===== config.mk =====
export PLATFORM = sky130hd
export DESIGN_NAME = mem_access_unit
export DESIGN_NICKNAME = d
export VERILOG_FILES = /design/src/rtl/riscv_pkg.sv /design/src/rtl/mem_access_unit_load_extend.sv /design/src/rtl/mem_access_unit.sv
export SDC_FILE = /design/constraint.sdc
export NUM_CORES = 1
export LEC_CHECK = 0
export ABC_CLOCK_PERIOD_IN_PS = 2100
export CORE_UTILIZATION = 43
export DETAILED_ROUTE_END_ITERATION = 10
export PLACE_DENSITY = 0.88
export SYNTH_ARGS = -nofsm -noshare
export SYNTH_HDL_FRONTEND = slang
export SYNTH_SLANG_ARGS = --single-unit

===== constraint.sdc =====
create_clock -name clk -period 2.1 [get_ports clk]
set_input_delay 0.63 -clock clk [delete_from_list [all_inputs] [get_ports clk]]
set_output_delay 0.63 -clock clk [all_outputs]
set_load 0.01 [all_outputs]

===== src/rtl/riscv_pkg.sv =====
// Shared definitions for the load/store path: func3 size codes, the
// mem_access_unit state encoding and small request-decoding helpers.
package riscv_pkg;

  // func3 load/store size codes
  localparam logic [2:0] LS_B  = 3'b000;
  localparam logic [2:0] LS_H  = 3'b001;
  localparam logic [2:0] LS_W  = 3'b010;
  localparam logic [2:0] LS_BU = 3'b100;
  localparam logic [2:0] LS_HU = 3'b101;

  // Access FSM encoding
  typedef enum logic [1:0] {
    ST_IDLE = 2'd0,
    ST_REQ  = 2'd1,
    ST_RESP = 2'd2
  } mau_state_e;

  // A request is legal when func3 is a known size and the address is
  // naturally aligned for that size.
  function automatic logic ls_legal(input logic [2:0] func3, input logic [1:0] off);
    logic ok;
    case (func3)
      LS_B, LS_BU: ok = 1'b1;
      LS_H, LS_HU: ok = ~off[0];
      LS_W:        ok = (off == 2'b00);
      default:     ok = 1'b0;
    endcase
    return ok;
  endfunction

  // Byte enables for a store; func3[1:0] carries the size for signed and
  // unsigned codes alike.
  function automatic logic [3:0] ls_be(input logic [2:0] func3, input logic [1:0] off);
    logic [3:0] be;
    case (func3[1:0])
      2'b00:   be = 4'b0001 << off;
      2'b01:   be = 4'b0011 << {off[1], 1'b0};
      default: be = 4'b1111;
    endcase
    return be;
  endfunction

  // Store data replicated into every lane so the enabled bytes carry it.
  function automatic logic [31:0] ls_wdata(input logic [2:0] func3, input logic [31:0] wdata);
    logic [31:0] rep;
    case (func3[1:0])
      2'b00:   rep = {4{wdata[7:0]}};
      2'b01:   rep = {2{wdata[15:0]}};
      default: rep = wdata;
    endcase
    return rep;
  endfunction

endpackage


===== src/rtl/mem_access_unit_load_extend.sv =====
// load_extend: picks the addressed byte/half/word out of a memory word and
// sign- or zero-extends it to 32 bits. Purely combinational.
module load_extend
  import riscv_pkg::*;
(
  input  logic [31:0] mem_rdata,
  input  logic [1:0]  off,
  input  logic [2:0]  func3,
  output logic [31:0] result
);

  logic [31:0] lane;

  // Shift the addressed lane down to bit 0, then extend according to func3
  always_comb begin
    lane   = mem_rdata >> {off, 3'b000};
    result = lane;
    case (func3)
      LS_B:    result = {{24{lane[7]}}, lane[7:0]};
      LS_BU:   result = {24'h0, lane[7:0]};
      LS_H:    result = {{16{lane[15]}}, lane[15:0]};
      LS_HU:   result = {16'h0, lane[15:0]};
      default: result = lane;
    endcase
  end

endmodule


===== src/rtl/mem_access_unit.sv =====
// mem_access_unit: load/store port between the multicycle controller and the
// unified memory. IDLE->REQ->RESP FSM with a word-aligned req/ack handshake.
// Optional feature: define MEM_TIMEOUT_EN to abort a request that has not
// been acknowledged within TIMEOUT_CYCLES REQ cycles.
module mem_access_unit
  import riscv_pkg::*;
#(
  parameter int TIMEOUT_CYCLES = 255
) (
  input  logic        clk,
  input  logic        rst,
  input  logic        req_valid,
  input  logic        req_write,
  input  logic [2:0]  req_func3,
  input  logic [31:0] req_addr,
  input  logic [31:0] req_wdata,
  output logic        stall,
  output logic        done,
  output logic        err,
  output logic [31:0] rdata,
  output logic        mem_req,
  output logic        mem_we,
  output logic [31:0] mem_addr,
  output logic [3:0]  mem_be,
  output logic [31:0] mem_wdata,
  input  logic        mem_ack,
  input  logic [31:0] mem_rdata
);

`ifdef MEM_TIMEOUT_EN
  localparam bit TIMEOUT_EN = 1'b1;
`else
  localparam bit TIMEOUT_EN = 1'b0;
`endif

  mau_state_e  state_q, state_d;
  logic [31:0] addr_q, addr_d;
  logic [1:0]  off_q, off_d;
  logic [2:0]  func3_q, func3_d;
  logic        we_q, we_d;
  logic [3:0]  be_q, be_d;
  logic [31:0] wdata_q, wdata_d;
  logic        err_q, err_d;
  logic [31:0] rdata_q, rdata_d;
  logic [7:0]  cnt_q, cnt_d;
  logic [31:0] load_result;
  logic        timeout_hit;

  load_extend u_load_extend (
    .mem_rdata (mem_rdata),
    .off       (off_q),
    .func3     (func3_q),
    .result    (load_result)
  );

  // Last REQ cycle allowed before the request is abandoned
  assign timeout_hit = TIMEOUT_EN && (cnt_q == 8'(TIMEOUT_CYCLES - 1));

  // Next-state logic: request latching, ack handling, load capture, timeout
  always_comb begin
    state_d = state_q;
    addr_d  = addr_q;
    off_d   = off_q;
    func3_d = func3_q;
    we_d    = we_q;
    be_d    = be_q;
    wdata_d = wdata_q;
    err_d   = err_q;
    rdata_d = rdata_q;
    cnt_d   = cnt_q;
    case (state_q)
      ST_IDLE: begin
        if (req_valid) begin
          if (ls_legal(req_func3, req_addr[1:0])) begin
            addr_d  = {req_addr[31:2], 2'b00};
            off_d   = req_addr[1:0];
            func3_d = req_func3;
            we_d    = req_write;
            be_d    = req_write ? ls_be(req_func3, req_addr[1:0]) : 4'b0000;
            wdata_d = ls_wdata(req_func3, req_wdata);
            err_d   = 1'b0;
            cnt_d   = 8'd0;
            state_d = ST_REQ;
          end else begin
            // Illegal requests never reach the memory
            err_d   = 1'b1;
            state_d = ST_RESP;
          end
        end
      end
      ST_REQ: begin
        if (mem_ack) begin
          if (!we_q) begin
            rdata_d = load_result;
          end
          err_d   = 1'b0;
          state_d = ST_RESP;
        end else if (timeout_hit) begin
          err_d   = 1'b1;
          state_d = ST_RESP;
        end else begin
          cnt_d = cnt_q + 8'd1;
        end
      end
      ST_RESP: begin
        err_d   = 1'b0;
        state_d = ST_IDLE;
      end
      default: begin
        err_d   = 1'b0;
        state_d = ST_IDLE;
      end
    endcase
  end

  // State and request registers; reset drops an in-flight request at once
  always_ff @(posedge clk or negedge rst) begin
    if (!rst) begin
      state_q <= ST_IDLE;
      addr_q  <= 32'h0;
      off_q   <= 2'b00;
      func3_q <= 3'b000;
      we_q    <= 1'b0;
      be_q    <= 4'b0000;
      wdata_q <= 32'h0;
      err_q   <= 1'b0;
      rdata_q <= 32'h0;
      cnt_q   <= 8'd0;
    end else begin
      state_q <= state_d;
      addr_q  <= addr_d;
      off_q   <= off_d;
      func3_q <= func3_d;
      we_q    <= we_d;
      be_q    <= be_d;
      wdata_q <= wdata_d;
      err_q   <= err_d;
      rdata_q <= rdata_d;
      cnt_q   <= cnt_d;
    end
  end

  assign mem_req   = (state_q == ST_REQ);
  assign mem_we    = we_q & mem_req;
  assign mem_addr  = addr_q;
  assign mem_be    = be_q;
  assign mem_wdata = wdata_q;
  assign done      = (state_q == ST_RESP);
  assign err       = err_q;
  assign rdata     = rdata_q;
  assign stall     = ((state_q == ST_IDLE) & req_valid) | (state_q == ST_REQ);

endmodule

# ---- Yosys cells after proc, flatten, opt, wreduce, memory -nomap -nowiden
# Cells that the tools add are included.
dict set report word_totals {
  regBits 107
  inputBits 104
  output_inout_bits 105
  word_cells 54
}
dict set report classes {
  n_eq_ne 12
  shift 3
  n_mux 15
  bitwise 5
  reduce_logical 10
}
# cell count
set op_table {}
lappend op_table {{$pmux 32 s4} 1}
lappend op_table {{$pmux 32 s2} 1}
lappend op_table {{$shr 32x5->32} 1}
lappend op_table {{$eq 3x3->1 const B} 4}
lappend op_table {{$pmux 4 s2} 1}
lappend op_table {{$eq 3x1->1 const B} 2}
lappend op_table {{$logic_not 2->1} 3}
lappend op_table {{$logic_not 3->1} 2}
lappend op_table {{$mux 2} 3}
lappend op_table {{$reduce_and 3->1} 2}
lappend op_table {{$mux 1} 5}
lappend op_table {{$eq 2x1->1 const B} 2}
lappend op_table {{$mux 4} 1}
lappend op_table {{$pmux 2 s2} 1}
lappend op_table {{$reduce_or 2->1} 2}
lappend op_table {{$shl 1x2->4 const A} 1}
lappend op_table {{$shl 2x2->4 const A} 1}
lappend op_table {{$eq 3x2->1 const B} 1}
lappend op_table {{$pmux 1 s3} 1}
lappend op_table {{$and 1x1->1} 2}
lappend op_table {{$eq 2x2->1 const B} 1}
lappend op_table {{$ne 2x1->1 const B} 1}
lappend op_table {{$ne 2x2->1 const B} 1}
lappend op_table {{$not 1->1} 2}
lappend op_table {{3 further kinds} 3}

# ---- Longest topological paths before layout
# Gate-level depths: netlist (run 1).
dict set report depth {
  ltp_word 8
  mapped_depth 6
}

# ---- Cells and area by module
# From an unflattened synthesis (run 1), not the netlist that was laid out.
dict set report unflattened {
  hier_cells 438
  area_unflattened_um2 5241.3
}
# module instances cells_each area_per_inst_um2 seq_area_each_um2
set modules_own_cells {}
lappend modules_own_cells {mem_access_unit 1 331 4546.9 2677.6}
lappend modules_own_cells {load_extend 1 107 694.4 0.0}

# ---- Worst setup path before layout (run 1)
# Ideal clock, no wire load.
dict set report synth_timing {
  path_type {input to register}
  from {in req_addr[0]}
  to {reg func3_q[2]}
  arrival_time_ns 1.662
  required_time_ns 1.975
  slack_ns 0.313
  stages 5
  path_buffers 2
  path_cell_list {nor4_2 o211ai_1 buf_6 buf_6 mux2_4}
}
dict set report synth_via {
  elab_chain_cells 5
}
# element line
set synth_rtl {}
lappend synth_rtl {{start: declaration} mem_access_unit.sv:15} ;# input logic [31:0] req_addr,
lappend synth_rtl {{$logic_not 2->1 / $not 1->1 (equally long branches)} {riscv_pkg.sv:26, riscv_pkg.sv:25}}
lappend synth_rtl {{$pmux 1 s3 (*)} riscv_pkg.sv:23} ;# case (func3)
lappend synth_rtl {{$mux 1 (*)} mem_access_unit.sv:73} ;# if (req_valid) begin
lappend synth_rtl {{$mux 1 (*)} mem_access_unit.sv:71} ;# case (state_q)
lappend synth_rtl {{$reduce_and 3->1 (no line) (*)} -}
lappend synth_rtl {{end signal: assignment} mem_access_unit.sv:133} ;# func3_q <= func3_d;
lappend synth_rtl {{end: declaration} mem_access_unit.sv:39} ;# logic [2:0] func3_q, func3_d;
# Mark *: on every way between the ends. The rest lies on a longest branch, timed or not. The select of a mux whose other input is x is not followed.
# A chain may end at the register's enable or synchronous reset.

# ---- Final worst setup path (run 1)
dict set report layout_timing {
  from {in req_valid}
  to {out stall}
}
dict set report layout_via {
  elab_chain_cells 2
}
# element line
set layout_rtl {}
lappend layout_rtl {{start: declaration} mem_access_unit.sv:12} ;# input logic req_valid,
lappend layout_rtl {{$and 1x1->1} mem_access_unit.sv:151} ;# assign stall = ((state_q == ST_IDLE) & req_valid) | (state_q == ST_REQ);
lappend layout_rtl {{$or 1x1->1} mem_access_unit.sv:151}
lappend layout_rtl {{end: declaration} mem_access_unit.sv:17} ;# output logic stall,
# No other way between the ends.

==> impl_metrics.toml, run 1 <==
[outcome]
status = "complete, but fails checks"
violations = "DRC"

[worst_setup_path]
startpoint_type = "primary input"
cpMaxStageDelayCell = "clkdlybuf4s50_1"
cp.arrival_ps = 1400
cp.required_ps = 1470
critPathKind = "primary input to output port"
critPathBufInv = 2
cp_cell_sequence = "clkdlybuf4s50_1, nor2_1, nor2_1, buf_2"
worstSetupEndpointType = "output port"
critPathMostFrequentCell = "nor2_1"
cpLargestDelayFamily = "buffers and inverters"
worstPathMaxFanout = 2
cpPeakStageDelay_ps = 500
reg2reg_slack_ps = 360

[yosys]
syn_area_per_cell_um2 = 11.8
syn_area_mm2 = 0.00511
synth_area_leaders = "dfrtp_1 (52%), mux2_4 (12%), mux2i_1 (7.8%)"
yosysWarnings = 0
synth_ff_type = "dfrtp_1"
yosysSeqAreaShare_pct = 52.4
netlist_instances = 431
synth_seq_cells = 107
synth_top_area_share_pct = 52.4
yosysUniqueCellTypes = 36
synth_top_cell_by_area = "dfrtp_1"
synth_edf_count = 0
async_flop_share_pct = 100

[timing]
slew_headroom_pct = 62.7
fin_crit_sh_pct = 96.6
hold_viol_final = 0
setup_violations = 0
clock_skew_ps = 7.68
hold_ws_ps = 193
slew_violations = 0
rsz0062_at_grt = "no"
post-route-min-period_ps = 2030
fmax_ghz = 0.493
tightest_slew_ps = 558
worst_slack_ps = 72.4

[clock_tree]
insertion_delay_ps = 350
cts.sinks = 107
clock_path_buffers = 2
cts_buffers = 9
cts_tree = "yes"
root_buffer = "clkbuf_16"
htreeDepth = 3
clkSlewWorstSetupHoldPaths_ps = 70

[placement]
place_congestion = 0.956
placed_area_mm2 = 0.00750
dp_slack_ps = -366
dpl.cell_count = 787
port_buffers = 206
hpwl_mm = 11.2

[drt]
routed_wl_mm = 15.1
drt-initial-drc-count = 235
drt_drc_violations_left = 31
drt.antenna.violating_nets = 0
vias = 4277
routedWlPerCell_um = 18.7
drt_pass1_iterations = 8
vias_per_cell = 5.31

[power_and_ir_drop]
finalPower_mw = 9.58
ir_worst_vdd_v = 0.000596
p_leak_nw = 3.54
p_per_area_mw_per_mm2 = 1210

[floorplanning]
chipHeight_um = 111
ioPinCount = 209
start_util_pct = 44.3
row_count = 39
die_x_um = 111
dieArea_mm2 = 0.0123
core-area_mm2 = 0.0115

[global_route]
grt_pass1_wl_mm = 24.3
gr-total-overflow = 0
grt_max_degree = 45
grt_pass1_vias = 4674
grt_usage_pct = 25.4
antenna_found_initial = 0

[finish]
layout_common_cells = "clkdlybuf4s50_1 (198), dfrtp_1 (106), nand2_1 (41)"
drive_gt1_share_pct = 16.9
design_area_mm2 = 0.00790
antenna_cells = 0
final_cell_count_no_fill = 806
area_delta_synth_final_pct = 54.6
mostFrequentLayoutCell = "clkdlybuf4s50_1"
nets = 762

[min_path]
hold_path.class = "primary input to async pin"

[job]
drv_cap = 0
final timing paths:
kind / cells past startpoint / startpoint / to
max in group asynchronous: 2 / rst / mem_wdata[31]
max: 4 / req_valid / stall
min in group clk: 2 / rdata[7] / rdata[7]
max reg2reg: 5 / off_q[1] / rdata[13]
min reg2reg: 2 / rdata[7] / rdata[7]
min: 1 / rst / mem_addr[5]
cells in the mapped netlist (3+ instances only):
cell      count
a22o_1        8
mux2i_1      40
buf_4         3
a21oi_1      34
o21ai_1       9
nand2_1      41
clkbuf_1      8
nand2b_1      4
o21ai_0      34
mux2_2       10
buf_2         9
o22a_1        8
a211oi_1      7
nor2b_1      12
mux2_4       40
buf_6         6
inv_1         3
nor2_1       31
dfrtp_1     107
cell type report:
type                            instances  area, um^2
Clock inverter                          4        97.6
Fill cell                             838        3620
Multi-Input combinational cell        295        2260
Inverter                                3        11.3
Tap cell                              143         179
Sequential cell                       107        2680
Timing Repair Buffer                  242        2420
Clock buffer                           12         246
cells by family (layout without fill, tap and decap cells):
logic type	Yosys count	count (layout)	share of synthesized area, %
buffers and inverters	30	261	3.53
muxes	91	91	22.2
AOI/OAI and AO/OA	108	108	13.3
DFF	107	107	52.4
and+or+nand+nor	94	94	8.45
other	1	2	0.0734
what timing repair did:
item / CTS / global route
buffers inserted: 0 / 2
pin swaps: 0 / 2
cloned: 0 / 1
hold buffers: 0 / 0
endpoints found under the setup margin: 4 / 59
gates resized for setup: 8 / 4
hold endpoints to repair: 0 / 0
registers in the layout (all words and copies together), names as in the netlist:
signal / flops
mem_be: 4
mem_wdata: 32
state_q: 2
mem_addr: 30
rdata: 32
func3_q: 3
we_q: 1
err: 1
off_q: 2
per-stage QoR:
stage / TNS, ps / utilization, %
6_report: 0 / 68.6
5_1_grt: 0 / 68.6
4_1_cts: 0 / 68.1
3_5_place_dp: -23200 / 65.1
3_3_place_gp: -16200 / 65.1
2_1_floorplan: 0 / -
report_power, final:
part / switching (mW) / total (mW) / internal [mW] / leakage (nW)
Clock: 0.740 / 1.94 / 1.20 / 0.163
Sequential: 0.561 / 3.43 / 2.87 / 1.29
Combinational: 1.70 / 4.21 / 2.51 / 2.08
layer usage:
| layer | wire length (um) | track usage, % |
|---|---|---|
| met1 | 6000 | 29.3 |
| met2 | 7730 | 45.4 |
| met3 | 1150 | 6.94 |
| met4 | 236 | 8.58 |
| met5 | 0 | 0 |
No activity file was read; power rests on OpenSTA's default activity.
==> inputs of run 2 (changes only) <==
Settings changed: CTS_CLUSTER_SIZE set to 10.
==> results of run 2 <==
The final DEF is identical to that of run 1; final timing and power are the same.
